--- src/rtl/mem_bist_pkg.sv ---
// mem_bist_pkg: shared types and March C- table for the 1RW memory BIST
package mem_bist_pkg;

   typedef enum logic [1:0] {S_IDLE, S_RUN, S_DRAIN, S_DONE} state_e;

   localparam int ELEM_W    = 3;
   localparam int NUM_ELEMS = 6;
   localparam logic [ELEM_W-1:0] LAST_ELEM = ELEM_W'(NUM_ELEMS - 1);

   typedef struct packed {
      logic desc;
      logic has_read;
      logic read_val;
      logic has_write;
      logic write_val;
   } march_t;

   // {desc, has_read, read_val, has_write, write_val}
   localparam march_t MARCH [NUM_ELEMS] = '{
      5'b00010,  // up   (w0)
      5'b01011,  // up   (r0,w1)
      5'b01110,  // up   (r1,w0)
      5'b11011,  // down (r0,w1)
      5'b11110,  // down (r1,w0)
      5'b01000   // up   (r0)
   };

   // Past the last element every field reads as 0, so the sequencer sees no further ops
   function automatic march_t march_at(input logic [ELEM_W-1:0] e);
      return (e <= LAST_ELEM) ? MARCH[e] : '0;
   endfunction

endpackage

--- src/rtl/mem_1rw_bist.sv ---
// mem_1rw_bist: March C- BIST initiator for a single-port 1RW memory
module mem_1rw_bist
   import mem_bist_pkg::*;
#(
   parameter int ADDR_WIDTH = 5,
   parameter int DATA_WIDTH = 64
) (
   input  logic                  clock,
   input  logic                  reset_n,
   input  logic                  start,
   output logic                  busy,
   output logic                  done,
   output logic                  fail,
   output logic [ADDR_WIDTH-1:0] fail_addr,
   output logic [ELEM_W-1:0]     fail_elem,
   output logic [ADDR_WIDTH-1:0] RW0_addr,
   output logic                  RW0_en,
   output logic                  RW0_wmode,
   output logic [DATA_WIDTH-1:0] RW0_wdata,
   input  logic [DATA_WIDTH-1:0] RW0_rdata
);

   localparam logic [ADDR_WIDTH-1:0] ADDR_MAX = '1;

   state_e                state_q;
   logic [ELEM_W-1:0]     elem_q, elem_d, cur_elem, op_elem_q, rd_elem_q;
   logic [ADDR_WIDTH-1:0] addr_q, addr_d, cur_addr, rd_addr_q;
   logic                  phase_q, phase_d, cur_phase;
   logic                  op_exp_q, rd_exp_q, rd_v_q;
   logic                  launch, cur_read, issue, mismatch;
   march_t                cur_m, nxt_m;

   // Pick the op for this edge (restart position on launch) and the position that follows it
   always_comb begin
      launch    = start && (state_q == S_IDLE || state_q == S_DONE);
      cur_elem  = launch ? '0 : elem_q;
      cur_m     = march_at(cur_elem);
      nxt_m     = march_at(cur_elem + ELEM_W'(1));
      cur_addr  = launch ? (cur_m.desc ? ADDR_MAX : '0) : addr_q;
      cur_phase = launch ? 1'b0 : phase_q;
      cur_read  = cur_m.has_read && !cur_phase;
      mismatch  = rd_v_q && (RW0_rdata != {DATA_WIDTH{rd_exp_q}})
                  && (state_q == S_RUN || state_q == S_DRAIN);
      issue     = launch || (state_q == S_RUN && !mismatch && elem_q <= LAST_ELEM);
      elem_d    = cur_elem;
      addr_d    = cur_addr;
      phase_d   = 1'b0;
      if (cur_read && cur_m.has_write)
         phase_d = 1'b1;
      else if (cur_addr == (cur_m.desc ? '0 : ADDR_MAX)) begin
         elem_d = cur_elem + ELEM_W'(1);
         addr_d = nxt_m.desc ? ADDR_MAX : '0;
      end else
         addr_d = cur_m.desc ? cur_addr - ADDR_WIDTH'(1) : cur_addr + ADDR_WIDTH'(1);
   end

   // Sequencer: state, March position, registered RW0 drive and the one-stage read-compare pipeline
   always_ff @(posedge clock or negedge reset_n) begin
      if (!reset_n) begin
         state_q   <= S_IDLE;
         elem_q    <= '0;
         addr_q    <= '0;
         phase_q   <= 1'b0;
         op_elem_q <= '0;
         op_exp_q  <= 1'b0;
         rd_v_q    <= 1'b0;
         rd_exp_q  <= 1'b0;
         rd_addr_q <= '0;
         rd_elem_q <= '0;
         busy      <= 1'b0;
         done      <= 1'b0;
         fail      <= 1'b0;
         fail_addr <= '0;
         fail_elem <= '0;
         RW0_en    <= 1'b0;
         RW0_wmode <= 1'b0;
         RW0_addr  <= '0;
         RW0_wdata <= '0;
      end else begin
         rd_v_q    <= RW0_en && !RW0_wmode;
         rd_addr_q <= RW0_addr;
         rd_elem_q <= op_elem_q;
         rd_exp_q  <= op_exp_q;
         RW0_en    <= issue;
         RW0_wmode <= issue && !cur_read;
         RW0_addr  <= issue ? cur_addr : '0;
         RW0_wdata <= (issue && !cur_read) ? {DATA_WIDTH{cur_m.write_val}} : '0;
         if (issue) begin
            op_elem_q <= cur_elem;
            op_exp_q  <= cur_m.read_val;
            elem_q    <= elem_d;
            addr_q    <= addr_d;
            phase_q   <= phase_d;
         end
         if (launch) begin
            state_q   <= S_RUN;
            busy      <= 1'b1;
            done      <= 1'b0;
            fail      <= 1'b0;
            fail_addr <= '0;
            fail_elem <= '0;
         end else if (mismatch) begin
            state_q   <= S_DONE;
            busy      <= 1'b0;
            done      <= 1'b1;
            fail      <= 1'b1;
            fail_addr <= rd_addr_q;
            fail_elem <= rd_elem_q;
         end else if (state_q == S_DRAIN) begin
            state_q <= S_DONE;
            busy    <= 1'b0;
            done    <= 1'b1;
         end else if (state_q == S_RUN && elem_q > LAST_ELEM)
            state_q <= S_DRAIN;
      end
   end

endmodule
--- config.mk ---
export PLATFORM = sky130hd
export DESIGN_NAME = mem_1rw_bist
export DESIGN_NICKNAME = d
export VERILOG_FILES = /design/src/rtl/mem_bist_pkg.sv /design/src/rtl/mem_1rw_bist.sv
export SDC_FILE = /design/constraint.sdc
export NUM_CORES = 1
export LEC_CHECK = 0
export CORE_AREA = 8 8 80 135
export CTS_BUF_LIST = sky130_fd_sc_hd__clkbuf_4
export CTS_CLUSTER_SIZE = 40
export DETAILED_ROUTE_END_ITERATION = 8
export DIE_AREA = 0 0 88 143
export GPL_ROUTABILITY_DRIVEN = 0
export PLACE_DENSITY = 0.67
export SYNTH_ARGS = -nofsm -noshare
export SYNTH_HDL_FRONTEND = slang
export SYNTH_SLANG_ARGS = --single-unit
--- constraint.sdc ---
create_clock -name clock -period 5.15 [get_ports clock]
set_input_delay 1.03 -clock clock [delete_from_list [all_inputs] [get_ports clock]]
set_output_delay 1.03 -clock clock [all_outputs]
set_load 0.05 [all_outputs]
==> run_results.csv, run 1 <==
group,metric,value,unit
cts,clock_path_buffers,2,
setup_path,startpoint_type,"input port",
synth,synth_cell_type_count,51,
setup_path,end_kind,"flop",
global_route,overflow,0,
setup_path,worstPathCellList,"clkdlybuf4s50_1, nand2_1, nand2_1, inv_1, ha_1, and3_1, a21oi_1, inv_1, fa_1, a21oi_1, o221ai_1, a21oi_1, o32a_1, o2111a_1, nor4_1, a211oi_1",
synth,ys_seq_area_share,36.0,%
place,place_ws,0.578,ns
sta,finalSetupTns,0,ns
hold_path,hold_start,"op_elem_q[0]$_DFFE_PN0P_",
synth,synth_xor_area_share,0.859,%
detailed_routing,routedWlPerCell,16.8,µm
place,port_buffers,148,
sta,finalCritPeriodShare,82.8,%
global_route,met2_usage,26.2,%
pwr,p_sw_share,48.1,%
finish,drive_gt1_share,5.77,%
sta,fmax,0.234,GHz
setup_path,crit_type,"in2reg",
detailed_routing,route.detailed.drc,0,
outcome,status,"finished clean",
global_route,antenna_found_initial,0,
synth,syn_nets,426,
pwr,seqPwrFrac,29.9,%
cts,hold_buffers,0,
global_route,grt_pass1_vias,2764,
pwr,clkPwrFrac,12.3,%
setup_path,path_max_fanout,10,
detailed_routing,vias_per_cell,5.05,
cts,clock_latency,0.37,ns
pwr,vdd_drop_max,286,µV
synth,synth_compound_area_share,14.4,%
synth,synth_area_per_cell,8.76,µm²
global_route,grt_pass1_wl,14100,µm
floorplan,fp.coreArea,0.00892,mm²
pwr,leakagePower,1.73,nW
place,hpwl,7700,µm
synth,synth_warnings,0,
global_route,grtUsageTotal,14.6,%
setup_path,path_buf_inv,3,
synth,synthMuxAreaShare,2.74,%
hold_path,min_path_type,"reg2reg",
cts,cts_setup_buffers,0,
setup_path,cpPeakStageDelay,0.52,ns
sta,fin_skew,0.00972,ns
finish,fill_cells,863,
cts,htreeDepth,2,
sta,rsz0062_at_grt,"false",
setup_path,cp-startpoint,"start",
synth,synthArstFlopShare,100,%
global_route,use_met1,14.0,%
pwr,p_per_area,426,mW/mm²
synth,synth_cells,349,
setup_path,path_delay_family,"compound AO/OA/AOI/OAI gates",
detailed_routing,drt-total-wl,9290,µm
detailed_routing,vias,2792,
cts,cts.reportedPaths.clkPinSlew,0.14,ns
floorplan,dieHeight,143,µm
sta,finalCriticalPeriod,4.27,ns
setup_path,arrival,4.55,ns
sta,relSlewSlack,34.0,%
synth,synthAdderAreaFrac,4.34,%
floorplan,design.die.area,0.0126,mm²
cts,numCtsBuffers,5,
pwr,combPwrFrac,57.8,%
finish,n_antenna_cell,0,
synth,synth_ff_type,"dfrtp_1",
floorplan,rows,46,
global_route,use_met3,3.57,%
synth,synth-edff-count,0,
finish,layout_commonest_cell,"clkdlybuf4s50_1",
pwr,p_switching,0.873,mW
detailed_routing,ant_nets,0,
flow_run,max_cap_viol_count,0,
detailed_routing,drt_iter0_markers,81,
floorplan,pin_count,149,
sta,hold_viol,0,
finish,mostFrequentLayoutCells,"147 x clkdlybuf4s50_1, 44 x dfrtp_1, 41 x nand2_1",
setup_path,rr_startpoint,"state_q[0]$_DFFE_PN0P_",
synth,synth_top_family_by_area,"simple AND/OR/NAND/NOR gates",
finish,area_growth,39.5,%
sta,slew_viol_final,0,
synth,synth_seq_cells,44,
synth,netlist_area,0.00306,mm²
cts,cts_tree,"done",
finish,nets,509,
setup_path,critPathRequiredTime,5.44,ns
floorplan,start_util,34.3,%
sta,setup_viol,0,
cts,cts.sinks,44,
sta,worstMarginPinSlew,0.987,ns
global_route,busiest_layer,"met2",
sta,fin_ws,0.884,ns
floorplan,fp.dieW,88,µm
setup_path,cp_slowest_cell,"clkdlybuf4s50_1",
detailed_routing,firstDrtPassIters,6,
cts,clockRootBuffer,"clkbuf_4",
synth,synthSimpleGateAreaFrac,23.2,%
pwr,intPower,0.942,mW
global_route,grt_max_degree,65,
cts,cts-resized-gates,0,
setup_path,critPathMostFrequentCell,"a21oi_1",
[path summary, 6_finish.rpt]
check	endpoint	slack (ns)	cells after the start
setup reg to reg	addr_q[4]$_DFFE_PN0P_	1.26	17
max in group asynchronous	rd_exp_q$_DFF_PN0_	3.76	1
min in group asynchronous	rd_addr_q[1]$_DFF_PN0_	0.80	1
hold reg to reg	rd_elem_q[0]$_DFF_PN0_	0.38	0
hold / removal	rd_elem_q[0]$_DFF_PN0_	0.38	0
setup / recovery	addr_q[4]$_DFFE_PN0P_	0.88	16
[metrics by stage]
step                      hold slack, ns  cell area, µm²  utilization [%]  instances  power (mW)
final                              0.379            4270             47.8        553        1.82
after global routing               0.400            4270             47.8        553        1.93
after CTS                          0.389            4270             47.8        553        1.83
after detailed placement           0.362            4180             46.9        545        1.61
after global placement             0.362            4180             46.9        545        1.59
after floorplan                    0.353            3060                -        349        1.30
[synthesized netlist by cell type, drive strengths merged, types with 6 or more instances]
master / count / share of area (%)
a21o: 6 / 1.5
a21oi: 11 / 1.8
buf: 64 / 16
clkbuf: 11 / 1.4
dfrtp: 44 / 36
ha: 9 / 3.7
inv: 11 / 1.4
nand2: 41 / 5.0
nand3: 12 / 2.1
nand4: 8 / 1.6
nor2: 24 / 3.0
nor3: 13 / 2.1
nor4: 9 / 1.8
o21ai: 15 / 2.5
or3: 9 / 1.8
or4: 9 / 2.2
[cells by family (layout without fill, tap and decap cells)]
family          Yosys count  count (layout)
simple gates            140             140
buf+inv                  86             170
compound gates           58              58
flops                    44              44
fa+ha+maj                10              10
mux                       8               8
xor+xnor                  3               3
[power by group through the flow]
stage	Sequential, mW	Combinational [mW]	Clock (mW)
after global placement	0.550	1.04	0
after floorplan	0.714	0.584	0
after global routing	0.562	1.12	0.240
after CTS	0.546	1.06	0.228
after detailed placement	0.553	1.05	0
final	0.543	1.05	0.223
[cell type report]
type	count	area (µm²)	area share (%)
clock inverter	3	46.3	1.09
timing repair buffer	151	1500	35.1
multi-input combinational	219	1390	32.6
clock buffer	5	37.5	0.880
sequential	44	1100	25.8
tap	120	150	3.52
inverter	11	41.3	0.968
[layer usage]
metal | share of wire [%] | wire [µm] | up-vias
li1 | - | - | 1344
met1 | 34 | 3160 | 1269
met2 | 51 | 4730 | 144
met3 | 9.0 | 832 | 35
met4 | 6.1 | 567 | 0
met5 | 0 | 0 | -
[sequential cells by signal, summed over array words and instances, names as in the netlist, 3 cells and up]
signal,count
RW0_addr,5
addr_q,5
fail_addr,5
rd_addr_q,5
elem_q,3
fail_elem,3
op_elem_q,3
rd_elem_q,3
(Power assumes the default switching activity.)
==> run 2, diff against run 1 <==
clock period = 4 ns   (was 5.15 ns; I/O delays follow)
==> run_results.csv, run 2 (synthesis results as in run 1) <==
group,metric,value,unit
cts,cts.reportedPaths.clkPinSlew,0.15,ns
detailed_routing,drt-total-wl,9560,µm
sta,setup_viol,0,
floorplan,dieHeight,143,µm
pwr,p_sw_share,47.8,%
cts,cts_setup_buffers,0,
finish,fin_util,49.3,%
sta,slew_viol_final,0,
pwr,clkPwrFrac,12.2,%
setup_path,rrSetupSlack,0.37,ns
finish,area_growth,43.8,%
sta,rsz0062_at_grt,"false",
pwr,p_switching,1.15,mW
sta,relSlewSlack,34.2,%
sta,hold_viol,0,
detailed_routing,ant_nets,0,
floorplan,rows,46,
cts,clock_latency,0.37,ns
outcome,status,"finished clean",
cts,cts-resized-gates,0,
floorplan,start_util,34.3,%
pwr,combPwrFrac,58.9,%
floorplan,design.die.area,0.0126,mm²
global_route,grt_pass1_vias,2880,
global_route,grt_max_degree,65,
flow_run,max_cap_viol_count,0,
cts,clock_path_buffers,2,
cts,cts.sinks,44,
pwr,vdd_drop_max,314,µV
finish,mostFrequentLayoutCells,"147 x clkdlybuf4s50_1, 44 x dfrtp_1, 41 x nand2_1",
setup_path,end_kind,"flop",
finish,nets,525,
place,hpwl,7960,µm
pwr,power,2.41,mW
global_route,overflow,0,
cts,cts_tree,"done",
floorplan,pin_count,149,
finish,layout_commonest_cell,"clkdlybuf4s50_1",
hold_path,min_path_type,"reg2reg",
sta,finalCriticalPeriod,3.69,ns
pwr,seqPwrFrac,28.9,%
pwr,leakagePower,1.81,nW
global_route,grtUsageTotal,15.2,%
detailed_routing,routedWlPerCell,16.8,µm
detailed_routing,route.detailed.drc,0,
setup_path,path_max_fanout,7,
floorplan,fp.coreArea,0.00892,mm²
finish,fill_cells,825,
setup_path,startpoint_type,"input port",
setup_path,crit_type,"in2reg",
setup_path,arrival,3.96,ns
detailed_routing,vias_per_cell,4.95,
cts,numCtsBuffers,5,
pwr,intPower,1.26,mW
pwr,p_per_area,548,mW/mm²
sta,fin_skew,0.0128,ns
cts,htreeDepth,2,
finish,drive_gt1_share,9.13,%
sta,whs,0.389,ns
global_route,antenna_found_initial,0,
sta,worstMarginPinSlew,0.988,ns
sta,finalSetupTns,0,ns
place,port_buffers,148,
floorplan,fp.dieW,88,µm
global_route,grt_pass1_wl,14900,µm
detailed_routing,vias,2814,
sta,finalCritPeriodShare,92.3,%
setup_path,critPathRequiredTime,4.27,ns
cts,clockRootBuffer,"clkbuf_4",
detailed_routing,firstDrtPassIters,4,
finish,n_antenna_cell,0,
detailed_routing,drt_iter0_markers,120,
cts,hold_buffers,0,
sta,fmax,0.271,GHz
## run 2: cell types whose count changed in the layout (fill, tap and decap cells not counted), sizes merged
| cell | change |
|---|---|
| buf | +16 |
## run 2: path summary, 6_finish.rpt
| check | start | end | cells after the start |
|---|---|---|---|
| worst max-delay path | start | addr_q[2]$_DFFE_PN0P_ | 15 |
| worst min-delay path | op_elem_q[2]$_DFFE_PN0P_ | rd_elem_q[2]$_DFF_PN0_ | 0 |
| worst max register to register | state_q[0]$_DFFE_PN0P_ | addr_q[2]$_DFFE_PN0P_ | 16 |
| worst min register to register | op_elem_q[2]$_DFFE_PN0P_ | rd_elem_q[2]$_DFF_PN0_ | 0 |
| max in group asynchronous | reset_n | busy$_DFFE_PN0P_ | 1 |
| min in group asynchronous | reset_n | RW0_addr[1]$_DFF_PN0_ | 1 |
## run 2: power groups by stage
stage,clock network [mW],logic [mW],registers (mW)
after floorplan,0,0.757,0.920
after global placement,0,1.41,0.703
after detailed placement,0,1.43,0.706
after CTS,0.304,1.43,0.696
after global routing,0.316,1.52,0.715
final,0.294,1.42,0.696
## run 2: cell type report
cell class | instances | area [µm²] | area share, %
Clock buffer | 5 | 37.5 | 0.854
Clock inverter | 3 | 46.3 | 1.05
Inverter | 11 | 41.3 | 0.939
Multi-Input combinational cell | 219 | 1400 | 31.9
Sequential cell | 44 | 1100 | 25.0
Tap cell | 120 | 150 | 3.41
Timing Repair Buffer | 167 | 1620 | 36.8
## run 2: per-stage QoR
stage	setup slack (ns)	area, µm²	std cells
6_report	0.309	4400	569
5_1_grt	0.0501	4400	569
4_1_cts	0.331	4400	569
3_5_place_dp	-0.0875	4310	561
3_3_place_gp	0.0260	4310	561
2_1_floorplan	0.0592	3070	349
## run 2: critical path, cell delays in order
cell             delay [ns]
clkdlybuf4s50_1        0.48
nand2_1                0.08
nand2_1                0.10
inv_1                  0.08
ha_1                   0.21
nor2b_1                0.15
nor3_1                 0.09
nor2_2                 0.15
inv_1                  0.11
ha_1                   0.34
nand3_1                0.16
o41ai_4                0.57
a31o_2                 0.26
o21ai_0                0.09
a221o_1                0.30
## run 2: routing by layer
layer	vias to the layer above	share of wire, %	wire length, µm	global-route usage [%]
li1	1374	-	-	-
met2	119	55	5250	29.7
met1	1300	34	3270	14.5
met3	21	8.1	774	2.99
met4	0	2.8	263	6.57
met5	-	0	0	0
